[src/rtl/ps2_rx_fifo_apb_pkg.sv]
// ps2_pkg: register map, STATUS bit positions and receiver FSM encoding.
package ps2_pkg;

   // Word offsets as decoded from paddr[3:2]
   localparam logic [1:0] REG_DATA   = 2'd0;
   localparam logic [1:0] REG_STATUS = 2'd1;
   localparam logic [1:0] REG_CTRL   = 2'd2;
   localparam logic [1:0] REG_RSVD   = 2'd3;

   // STATUS bit positions; the FIFO count field starts at STAT_COUNT_LSB
   localparam int unsigned STAT_FRAME_ERR  = 0;
   localparam int unsigned STAT_PARITY_ERR = 1;
   localparam int unsigned STAT_OVERFLOW   = 2;
   localparam int unsigned STAT_EMPTY      = 3;
   localparam int unsigned STAT_FULL       = 4;
   localparam int unsigned STAT_COUNT_LSB  = 8;

   // Receiver FSM encoding
   localparam logic [1:0] IDLE   = 2'd0;
   localparam logic [1:0] DATA   = 2'd1;
   localparam logic [1:0] PARITY = 2'd2;
   localparam logic [1:0] STOP   = 2'd3;

   // Odd parity holds when data plus parity bit carry an odd number of ones
   function automatic logic odd_parity_ok(input logic [7:0] b, input logic p);
      return ^{b, p};
   endfunction

endpackage

[src/rtl/ps2_rx_fifo_apb_if.sv]
// APB bus bundle for the PS/2 receiver; slave side is the peripheral.
interface ps2_rx_fifo_apb_if;
   logic [31:0] in_paddr;
   logic        in_psel;
   logic        in_penable;
   logic [2:0]  in_pprot;
   logic        in_pwrite;
   logic [31:0] in_pwdata;
   logic [3:0]  in_pstrb;
   logic        in_pready;
   logic [31:0] in_prdata;
   logic        in_pslverr;

   modport master (
      output in_paddr, in_psel, in_penable, in_pprot, in_pwrite, in_pwdata, in_pstrb,
      input  in_pready, in_prdata, in_pslverr
   );

   modport slave (
      input  in_paddr, in_psel, in_penable, in_pprot, in_pwrite, in_pwdata, in_pstrb,
      output in_pready, in_prdata, in_pslverr
   );
endinterface

[src/rtl/ps2_rx_fifo_apb_fifo.sv]
// ps2_sync_fifo: single-clock FIFO with combinational head output.
// A push into a full FIFO is accepted only when a pop happens in the same cycle.
module ps2_sync_fifo #(
   parameter int unsigned WIDTH = 8,
   parameter int unsigned DEPTH = 8,
   localparam int unsigned PTR_W = $clog2(DEPTH),
   localparam int unsigned CNT_W = PTR_W + 1
) (
   input  logic             clock,
   input  logic             reset,
   input  logic             push,
   input  logic             pop,
   input  logic [WIDTH-1:0] wdata,
   output logic [WIDTH-1:0] rdata,
   output logic [CNT_W-1:0] count,
   output logic             full,
   output logic             empty
);

   logic [WIDTH-1:0] mem [DEPTH];
   logic [PTR_W-1:0] wptr_q, rptr_q;
   logic [CNT_W-1:0] count_q;
   logic             do_push, do_pop;

   assign full    = (count_q == CNT_W'(DEPTH));
   assign empty   = (count_q == '0);
   assign count   = count_q;
   assign rdata   = mem[rptr_q];
   assign do_pop  = pop & ~empty;
   assign do_push = push & (~full | do_pop);

   // Storage write; contents need no reset since count gates visibility
   always_ff @(posedge clock) begin
      if (do_push) mem[wptr_q] <= wdata;
   end

   // Pointer and occupancy tracking; pointers wrap naturally (DEPTH is a power of 2)
   always_ff @(posedge clock) begin
      if (!reset) begin
         wptr_q  <= '0;
         rptr_q  <= '0;
         count_q <= '0;
      end else begin
         if (do_push) wptr_q <= wptr_q + PTR_W'(1);
         if (do_pop)  rptr_q <= rptr_q + PTR_W'(1);
         case ({do_push, do_pop})
            2'b10:   count_q <= count_q + CNT_W'(1);
            2'b01:   count_q <= count_q - CNT_W'(1);
            default: count_q <= count_q;
         endcase
      end
   end

endmodule

[src/rtl/ps2_rx_fifo_apb.sv]
// ps2_rx_fifo_apb: APB PS/2 keyboard receiver with scancode FIFO, sticky error
// flags, control register and a level interrupt.
module ps2_rx_fifo_apb
   import ps2_pkg::*;
#(
   parameter int unsigned FIFO_DEPTH   = 8,
   parameter int unsigned TIMEOUT_CYC  = 20000,
   parameter bit          CHECK_PARITY = 1'b1
) (
   input  logic             clock,
   input  logic             reset,
   ps2_rx_fifo_apb_if.slave apb,
   input  logic             ps2_clk,
   input  logic             ps2_data,
   output logic             irq
);

   localparam int unsigned CNT_W = $clog2(FIFO_DEPTH) + 1;
   localparam int unsigned TMO_W = $clog2(TIMEOUT_CYC + 1);

   logic [2:0]       clk_s, data_s;
   logic             fall, bit_in;
   logic [1:0]       state_q, state_d;
   logic [2:0]       bit_cnt_q, bit_cnt_d;
   logic [7:0]       shift_q, shift_d;
   logic             par_q, par_d;
   logic [TMO_W-1:0] tmo_q;
   logic             tmo_hit;
   logic             push, set_frame, set_parity, set_ovf;
   logic             frame_err_q, parity_err_q, overflow_q;
   logic             enable_q, irq_en_q;
   logic             access, rd_data, wr_status, wr_ctrl, pop;
   logic [1:0]       reg_sel;
   logic [7:0]       fifo_head;
   logic [CNT_W-1:0] fifo_count;
   logic             fifo_full, fifo_empty;
   logic [31:0]      status_word;
   logic             unused_bits;

   // Synchronisers preset to idle-high so no spurious fall follows reset
   always_ff @(posedge clock) begin
      if (!reset) begin
         clk_s  <= 3'b111;
         data_s <= 3'b111;
      end else begin
         clk_s  <= {clk_s[1:0], ps2_clk};
         data_s <= {data_s[1:0], ps2_data};
      end
   end

   assign fall   = clk_s[2] & ~clk_s[1];
   assign bit_in = data_s[1];

   // Stall detection: a full timeout window without a fall abandons the frame
   assign tmo_hit = (state_q != IDLE) && (tmo_q == TMO_W'(TIMEOUT_CYC));

   // Frame FSM next state; push is combinational so the byte lands one cycle after the fall
   always_comb begin
      state_d    = state_q;
      bit_cnt_d  = bit_cnt_q;
      shift_d    = shift_q;
      par_d      = par_q;
      push       = 1'b0;
      set_frame  = 1'b0;
      set_parity = 1'b0;
      if (tmo_hit) begin
         state_d   = IDLE;
         set_frame = 1'b1;
      end else if (fall) begin
         case (state_q)
            IDLE: begin
               if (!bit_in && enable_q) begin
                  state_d   = DATA;
                  bit_cnt_d = 3'd0;
               end
            end
            DATA: begin
               shift_d   = {bit_in, shift_q[7:1]};
               bit_cnt_d = bit_cnt_q + 3'd1;
               if (bit_cnt_q == 3'd7) state_d = PARITY;
            end
            PARITY: begin
               par_d   = bit_in;
               state_d = STOP;
            end
            default: begin
               state_d = IDLE;
               if (!bit_in) set_frame = 1'b1;
               else if (CHECK_PARITY && !odd_parity_ok(shift_q, par_q)) set_parity = 1'b1;
               else push = 1'b1;
            end
         endcase
      end
   end

   // FSM and timeout counter state
   always_ff @(posedge clock) begin
      if (!reset) begin
         state_q   <= IDLE;
         bit_cnt_q <= '0;
         shift_q   <= '0;
         par_q     <= 1'b0;
         tmo_q     <= '0;
      end else begin
         state_q   <= state_d;
         bit_cnt_q <= bit_cnt_d;
         shift_q   <= shift_d;
         par_q     <= par_d;
         if (fall || tmo_hit || state_q == IDLE) tmo_q <= '0;
         else                                    tmo_q <= tmo_q + TMO_W'(1);
      end
   end

   // APB decode; reads of DATA pop only when something is there
   assign reg_sel   = apb.in_paddr[3:2];
   assign access    = apb.in_psel & apb.in_penable;
   assign rd_data   = access & ~apb.in_pwrite & (reg_sel == REG_DATA);
   assign wr_status = access & apb.in_pwrite & (reg_sel == REG_STATUS);
   assign wr_ctrl   = access & apb.in_pwrite & (reg_sel == REG_CTRL);
   assign pop       = rd_data & ~fifo_empty;
   assign set_ovf   = push & fifo_full & ~pop;

   ps2_sync_fifo #(
      .WIDTH (8),
      .DEPTH (FIFO_DEPTH)
   ) u_fifo (
      .clock (clock),
      .reset (reset),
      .push  (push),
      .pop   (pop),
      .wdata (shift_q),
      .rdata (fifo_head),
      .count (fifo_count),
      .full  (fifo_full),
      .empty (fifo_empty)
   );

   // Sticky flags (set beats W1C) and control register
   always_ff @(posedge clock) begin
      if (!reset) begin
         frame_err_q  <= 1'b0;
         parity_err_q <= 1'b0;
         overflow_q   <= 1'b0;
         enable_q     <= 1'b1;
         irq_en_q     <= 1'b0;
      end else begin
         frame_err_q  <= set_frame |
                         (frame_err_q & ~(wr_status & apb.in_pwdata[STAT_FRAME_ERR]));
         parity_err_q <= set_parity |
                         (parity_err_q & ~(wr_status & apb.in_pwdata[STAT_PARITY_ERR]));
         overflow_q   <= set_ovf |
                         (overflow_q & ~(wr_status & apb.in_pwdata[STAT_OVERFLOW]));
         if (wr_ctrl) begin
            irq_en_q <= apb.in_pwdata[1];
            enable_q <= apb.in_pwdata[0];
         end
      end
   end

   // STATUS word assembly
   always_comb begin
      status_word                              = '0;
      status_word[STAT_COUNT_LSB +: CNT_W]     = fifo_count;
      status_word[STAT_FULL]                   = fifo_full;
      status_word[STAT_EMPTY]                  = fifo_empty;
      status_word[STAT_OVERFLOW]               = overflow_q;
      status_word[STAT_PARITY_ERR]             = parity_err_q;
      status_word[STAT_FRAME_ERR]              = frame_err_q;
   end

   // Read mux; DATA returns zero when the FIFO is empty
   always_comb begin
      apb.in_prdata = '0;
      case (reg_sel)
         REG_DATA:   if (!fifo_empty) apb.in_prdata = {23'd0, 1'b1, fifo_head};
         REG_STATUS: apb.in_prdata = status_word;
         REG_CTRL:   apb.in_prdata = {30'd0, irq_en_q, enable_q};
         default:    apb.in_prdata = '0;
      endcase
   end

   assign apb.in_pready  = 1'b1;
   assign apb.in_pslverr = access & (reg_sel == REG_RSVD);
   assign irq = irq_en_q & (~fifo_empty | frame_err_q | parity_err_q | overflow_q);

   assign unused_bits = ^{apb.in_paddr[31:4], apb.in_paddr[1:0], apb.in_pprot, apb.in_pstrb,
                          apb.in_pwdata[31:3]};

endmodule
[src/flat_wrapper.sv]
// flat-port wrapper written by rule: the top's interface ports become plain ports
module ps2_rx_fifo_apb_flat import ps2_pkg::*;
#(
   parameter int unsigned FIFO_DEPTH   = 8,
   parameter int unsigned TIMEOUT_CYC  = 20000,
   parameter bit          CHECK_PARITY = 1'b1
)
  (clock, reset, ps2_clk, ps2_data, irq, apb_in_paddr, apb_in_psel, apb_in_penable, apb_in_pprot, apb_in_pwrite, apb_in_pwdata, apb_in_pstrb, apb_in_pready, apb_in_prdata, apb_in_pslverr);
  ps2_rx_fifo_apb_if apb_i ();
  input  logic clock;
  input  logic reset;
  input  logic ps2_clk;
  input  logic ps2_data;
  output logic irq;
  input wire logic [$bits(apb_i.in_paddr)-1:0] apb_in_paddr;
  input wire logic [$bits(apb_i.in_psel)-1:0] apb_in_psel;
  input wire logic [$bits(apb_i.in_penable)-1:0] apb_in_penable;
  input wire logic [$bits(apb_i.in_pprot)-1:0] apb_in_pprot;
  input wire logic [$bits(apb_i.in_pwrite)-1:0] apb_in_pwrite;
  input wire logic [$bits(apb_i.in_pwdata)-1:0] apb_in_pwdata;
  input wire logic [$bits(apb_i.in_pstrb)-1:0] apb_in_pstrb;
  output wire logic [$bits(apb_i.in_pready)-1:0] apb_in_pready;
  output wire logic [$bits(apb_i.in_prdata)-1:0] apb_in_prdata;
  output wire logic [$bits(apb_i.in_pslverr)-1:0] apb_in_pslverr;
  assign apb_i.in_paddr = apb_in_paddr;
  assign apb_i.in_psel = apb_in_psel;
  assign apb_i.in_penable = apb_in_penable;
  assign apb_i.in_pprot = apb_in_pprot;
  assign apb_i.in_pwrite = apb_in_pwrite;
  assign apb_i.in_pwdata = apb_in_pwdata;
  assign apb_i.in_pstrb = apb_in_pstrb;
  assign apb_in_pready = apb_i.in_pready;
  assign apb_in_prdata = apb_i.in_prdata;
  assign apb_in_pslverr = apb_i.in_pslverr;
  ps2_rx_fifo_apb #(.FIFO_DEPTH(FIFO_DEPTH), .TIMEOUT_CYC(TIMEOUT_CYC), .CHECK_PARITY(CHECK_PARITY)) u_core (.clock(clock), .reset(reset), .apb(apb_i), .ps2_clk(ps2_clk), .ps2_data(ps2_data), .irq(irq));
endmodule
[config.mk]
export PLATFORM = sky130hd
export DESIGN_NAME = ps2_rx_fifo_apb_flat
export DESIGN_NICKNAME = d
export VERILOG_FILES = /design/src/rtl/ps2_rx_fifo_apb_pkg.sv /design/src/rtl/ps2_rx_fifo_apb_if.sv /design/src/rtl/ps2_rx_fifo_apb_fifo.sv /design/src/rtl/ps2_rx_fifo_apb.sv /design/src/flat_wrapper.sv
export SDC_FILE = /design/constraint.sdc
export NUM_CORES = 1
export LEC_CHECK = 0
export CAP_MARGIN = 20
export CORE_ASPECT_RATIO = 1.5
export CORE_MARGIN = 5
export CORE_UTILIZATION = 48
export CTS_CLUSTER_DIAMETER = 30
export CTS_CLUSTER_SIZE = 20
export DETAILED_ROUTE_END_ITERATION = 16
export PLACE_DENSITY = 0.76
export SETUP_SLACK_MARGIN = 0.2
export SLEW_MARGIN = 20
export SYNTH_ARGS = -nofsm -noshare
export SYNTH_HDL_FRONTEND = slang
export SYNTH_SLANG_ARGS = --single-unit
[constraint.sdc]
create_clock -name clock -period 4.7 [get_ports clock]
set_input_delay 1.175 -clock clock [delete_from_list [all_inputs] [get_ports clock]]
set_output_delay 1.175 -clock clock [all_outputs]
set_load 0.02 [all_outputs]
==> qor.yml <==
sta:
  grt_setup_unrepaired: "false"
  hold_ws_ns: 0.409
  slew_headroom_pct: 48.3
  setup-tns-final_ns: 0
  maxSlewViolCount: 0
  fmax_ghz: 0.230
  hold_viol: 0
  min_period_ns: 4.34
  fin_skew_ns: 0.00829
  tightest_slew_ns: 0.772
  setup_viol: 0
  fin_crit_sh_pct: 92.4
logic_synthesis:
  yosys_warnings: 0
  syn_inst: 409
  synth_edf_count: 64
  yosysUniqueCellTypes: 47
  async_flop_share_pct: 0
  synth_ff_type: "edfxtp_1"
  avgSynthCellArea_um2: 12.7
  ys_seq_area_share_pct: 57.2
  synth_area_um2: 5180
  synth_seq_cells: 116
clock_network:
  cts_resized: 0
  clock_path_buffers: 2
  ctsRootBufferMaster: "clkbuf_16"
  clk_pin_slew_ns: 0.05
  numCtsBuffers: 17
  htree_num_levels: 4
  clock_sinks: 116
  cts_setup_buffers: 0
  clk_latency_ns: 0.41
  cts_tree: "built"
  cts-hold-fix-buffers: 0
run:
  drv_cap: 0
floorplanning:
  fp.dieArea_um2: 13000
  core_area_um2: 10600
  dieWidth_um: 94.8
  die_h_um: 137
  std_cell_rows: 46
  start_util_pct: 48.9
  num_io_pins: 113
worst_setup_path:
  cp_max_fo: 5
  worstSetupEndpointType: "primary output"
  crit_slowest_cell: "clkdlybuf4s50_1"
  critical_path_class: "in2out"
  crit_chain: "clkdlybuf4s50_1, or2_2, or2_2, o21ai_0, clkdlybuf4s50_1"
  cp-start-kind: "input port"
  required_ns: 3.52
  cpPeakStageDelay_ns: 0.64
  arrival_ns: 3.17
grt:
  grt_pass1_wl_um: 16300
  antenna_found_initial: 0
  track_usage_pct: 17.0
  overflow: 0
  grt_pass1_vias: 3255
  grt_max_degree: 36
finish:
  layout_common_cells: "edfxtp_1 (64), dfxtp_1 (52), nor2_1 (37)"
  design_area_um2: 6230
  nets: 542
  layout-drive-gt1-share_pct: 14.4
  diodes: 0
  syn_to_final_growth_pct: 20.3
  final_common_cell: "edfxtp_1"
route:
  drc: 0
  viasPerCell: 5.20
  drtPass1Iterations: 4
  routedWlPerCell_um: 16.5
  vias: 3162
  drtAntennaViolNets: 0
  postRouteWirelength_um: 10000
  initialDrtViolationCount: 172
place:
  dpl.hpwl_um: 6690
  placed_area_um2: 5560
  io_buffers: 25
  gp_congestion: 0.785
power_and_ir_drop:
  power_mw: 2.50
  p_per_area_nw_per_um2: 402
  ir_drop_mv: 0.309
  p_leak_nw: 2.18
status:
  status: "complete, no violations"
hold_path:
  min_path_type: "reg2reg"
layout make-up:
type,count,area [um2]
sequential,116,2960
inverter,7,26.3
multi-input combinational,270,2030
clock inverter,9,105
clock buffer,23,564
fill,830,4360
timing repair buffer,39,355
tap,144,180
where the power goes:
| part | internal, mW | switching, mW | total [mW] | leakage (nW) |
|---|---|---|---|---|
| Combinational | 0.0186 | 0.0320 | 0.0506 | 0.837 |
| Clock | 0.952 | 0.437 | 1.39 | 0.331 |
| Sequential | 1.06 | 0.00142 | 1.06 | 1.01 |
| Total | 2.03 | 0.471 | 2.50 | 2.18 |
sequential cells by signal, indices dropped and copies added, names as in the netlist, 2 cells and up, named ones only:
signal                count
u_core.bit_cnt_q          3
u_core.clk_s              3
u_core.data_s             2
u_core.shift_q            8
u_core.state_q            2
u_core.tmo_q             15
u_core.u_fifo.count       4
u_core.u_fifo.mem        64
u_core.u_fifo.rptr_q      3
u_core.u_fifo.wptr_q      3
routing by layer:
layer | vias to the layer above | track usage, % | wire [um]
met5 | - | 0 | 0
met3 | 18 | 4.97 | 399
met1 | 1535 | 17.8 | 3750
li1 | 1525 | - | -
met2 | 84 | 31.1 | 5610
met4 | 0 | 7.14 | 259
critical path: cells and delay by family:
kind,cells,cell delay [ns]
AOI/OAI and AO/OA,1,0.20
and+or+nand+nor,2,0.73
buffers and inverters,2,1.06
cells by family after synthesis:
| group | count (synthesis) | synth area share, % |
|---|---|---|
| and+or+nand+nor | 138 | 14.3 |
| DFF | 116 | 57.2 |
| buffers and inverters | 42 | 4.86 |
| muxes | 39 | 11.4 |
| AOI/OAI and AO/OA | 32 | 4.06 |
| xor gates and xnor gates | 27 | 4.83 |
| adders and majority gates | 13 | 3.14 |
| other | 2 | 0.145 |
Yosys cell counts (2+ instances only):
cell type | n | area, um2
mux2i_1 | 22 | 220
or2_2 | 2 | 12.5
nor4_1 | 2 | 12.5
nor3_1 | 9 | 45.0
nor2b_1 | 20 | 125
and2_1 | 7 | 43.8
a21boi_0 | 5 | 37.5
or4_1 | 3 | 22.5
edfxtp_1 | 64 | 1920
nand3_1 | 10 | 50.1
and4_1 | 4 | 35.0
nand2b_1 | 8 | 50.1
clkbuf_1 | 9 | 33.8
or3_1 | 3 | 18.8
or4b_1 | 3 | 30.0
xor2_1 | 14 | 123
conb_1 | 2 | 7.51
inv_1 | 7 | 26.3
a21oi_1 | 7 | 35.0
nand2_1 | 19 | 71.3
a22oi_1 | 3 | 22.5
o21ai_0 | 7 | 35.0
nand4_1 | 3 | 18.8
buf_4 | 22 | 165
xnor2_1 | 12 | 105
mux4_2 | 16 | 360
nand3b_1 | 3 | 22.5
o31ai_1 | 2 | 15.0
ha_1 | 13 | 163
nor2_1 | 37 | 139
a32oi_1 | 2 | 17.5
dfxtp_1 | 52 | 1040
buf_2 | 3 | 15.0
through the flow:
| stage | setup WS, ns | std cells | utilization [%] |
|---|---|---|---|
| after floorplan | 1.19 | 428 | - |
| after global placement | 0.397 | 576 | 52.5 |
| after detailed placement | 0.354 | 576 | 52.5 |
| after CTS | 0.352 | 608 | 58.8 |
| after global routing | 0.308 | 608 | 58.8 |
| final | 0.357 | 608 | 58.8 |
worst paths after layout:
check | startpoint | endpoint | slack (ns) | cells past startpoint
hold reg to reg | u_core.data_s[0] | u_core.data_s[1] | 0.41 | 1
hold / removal | u_core.data_s[0] | u_core.data_s[1] | 0.41 | 1
setup reg to reg | u_core.state_q[0] | u_core.u_fifo.count[2] | 0.95 | 14
setup / recovery | apb_in_paddr[3] | apb_in_prdata[0] | 0.36 | 5
(Power assumes the default switching activity.)
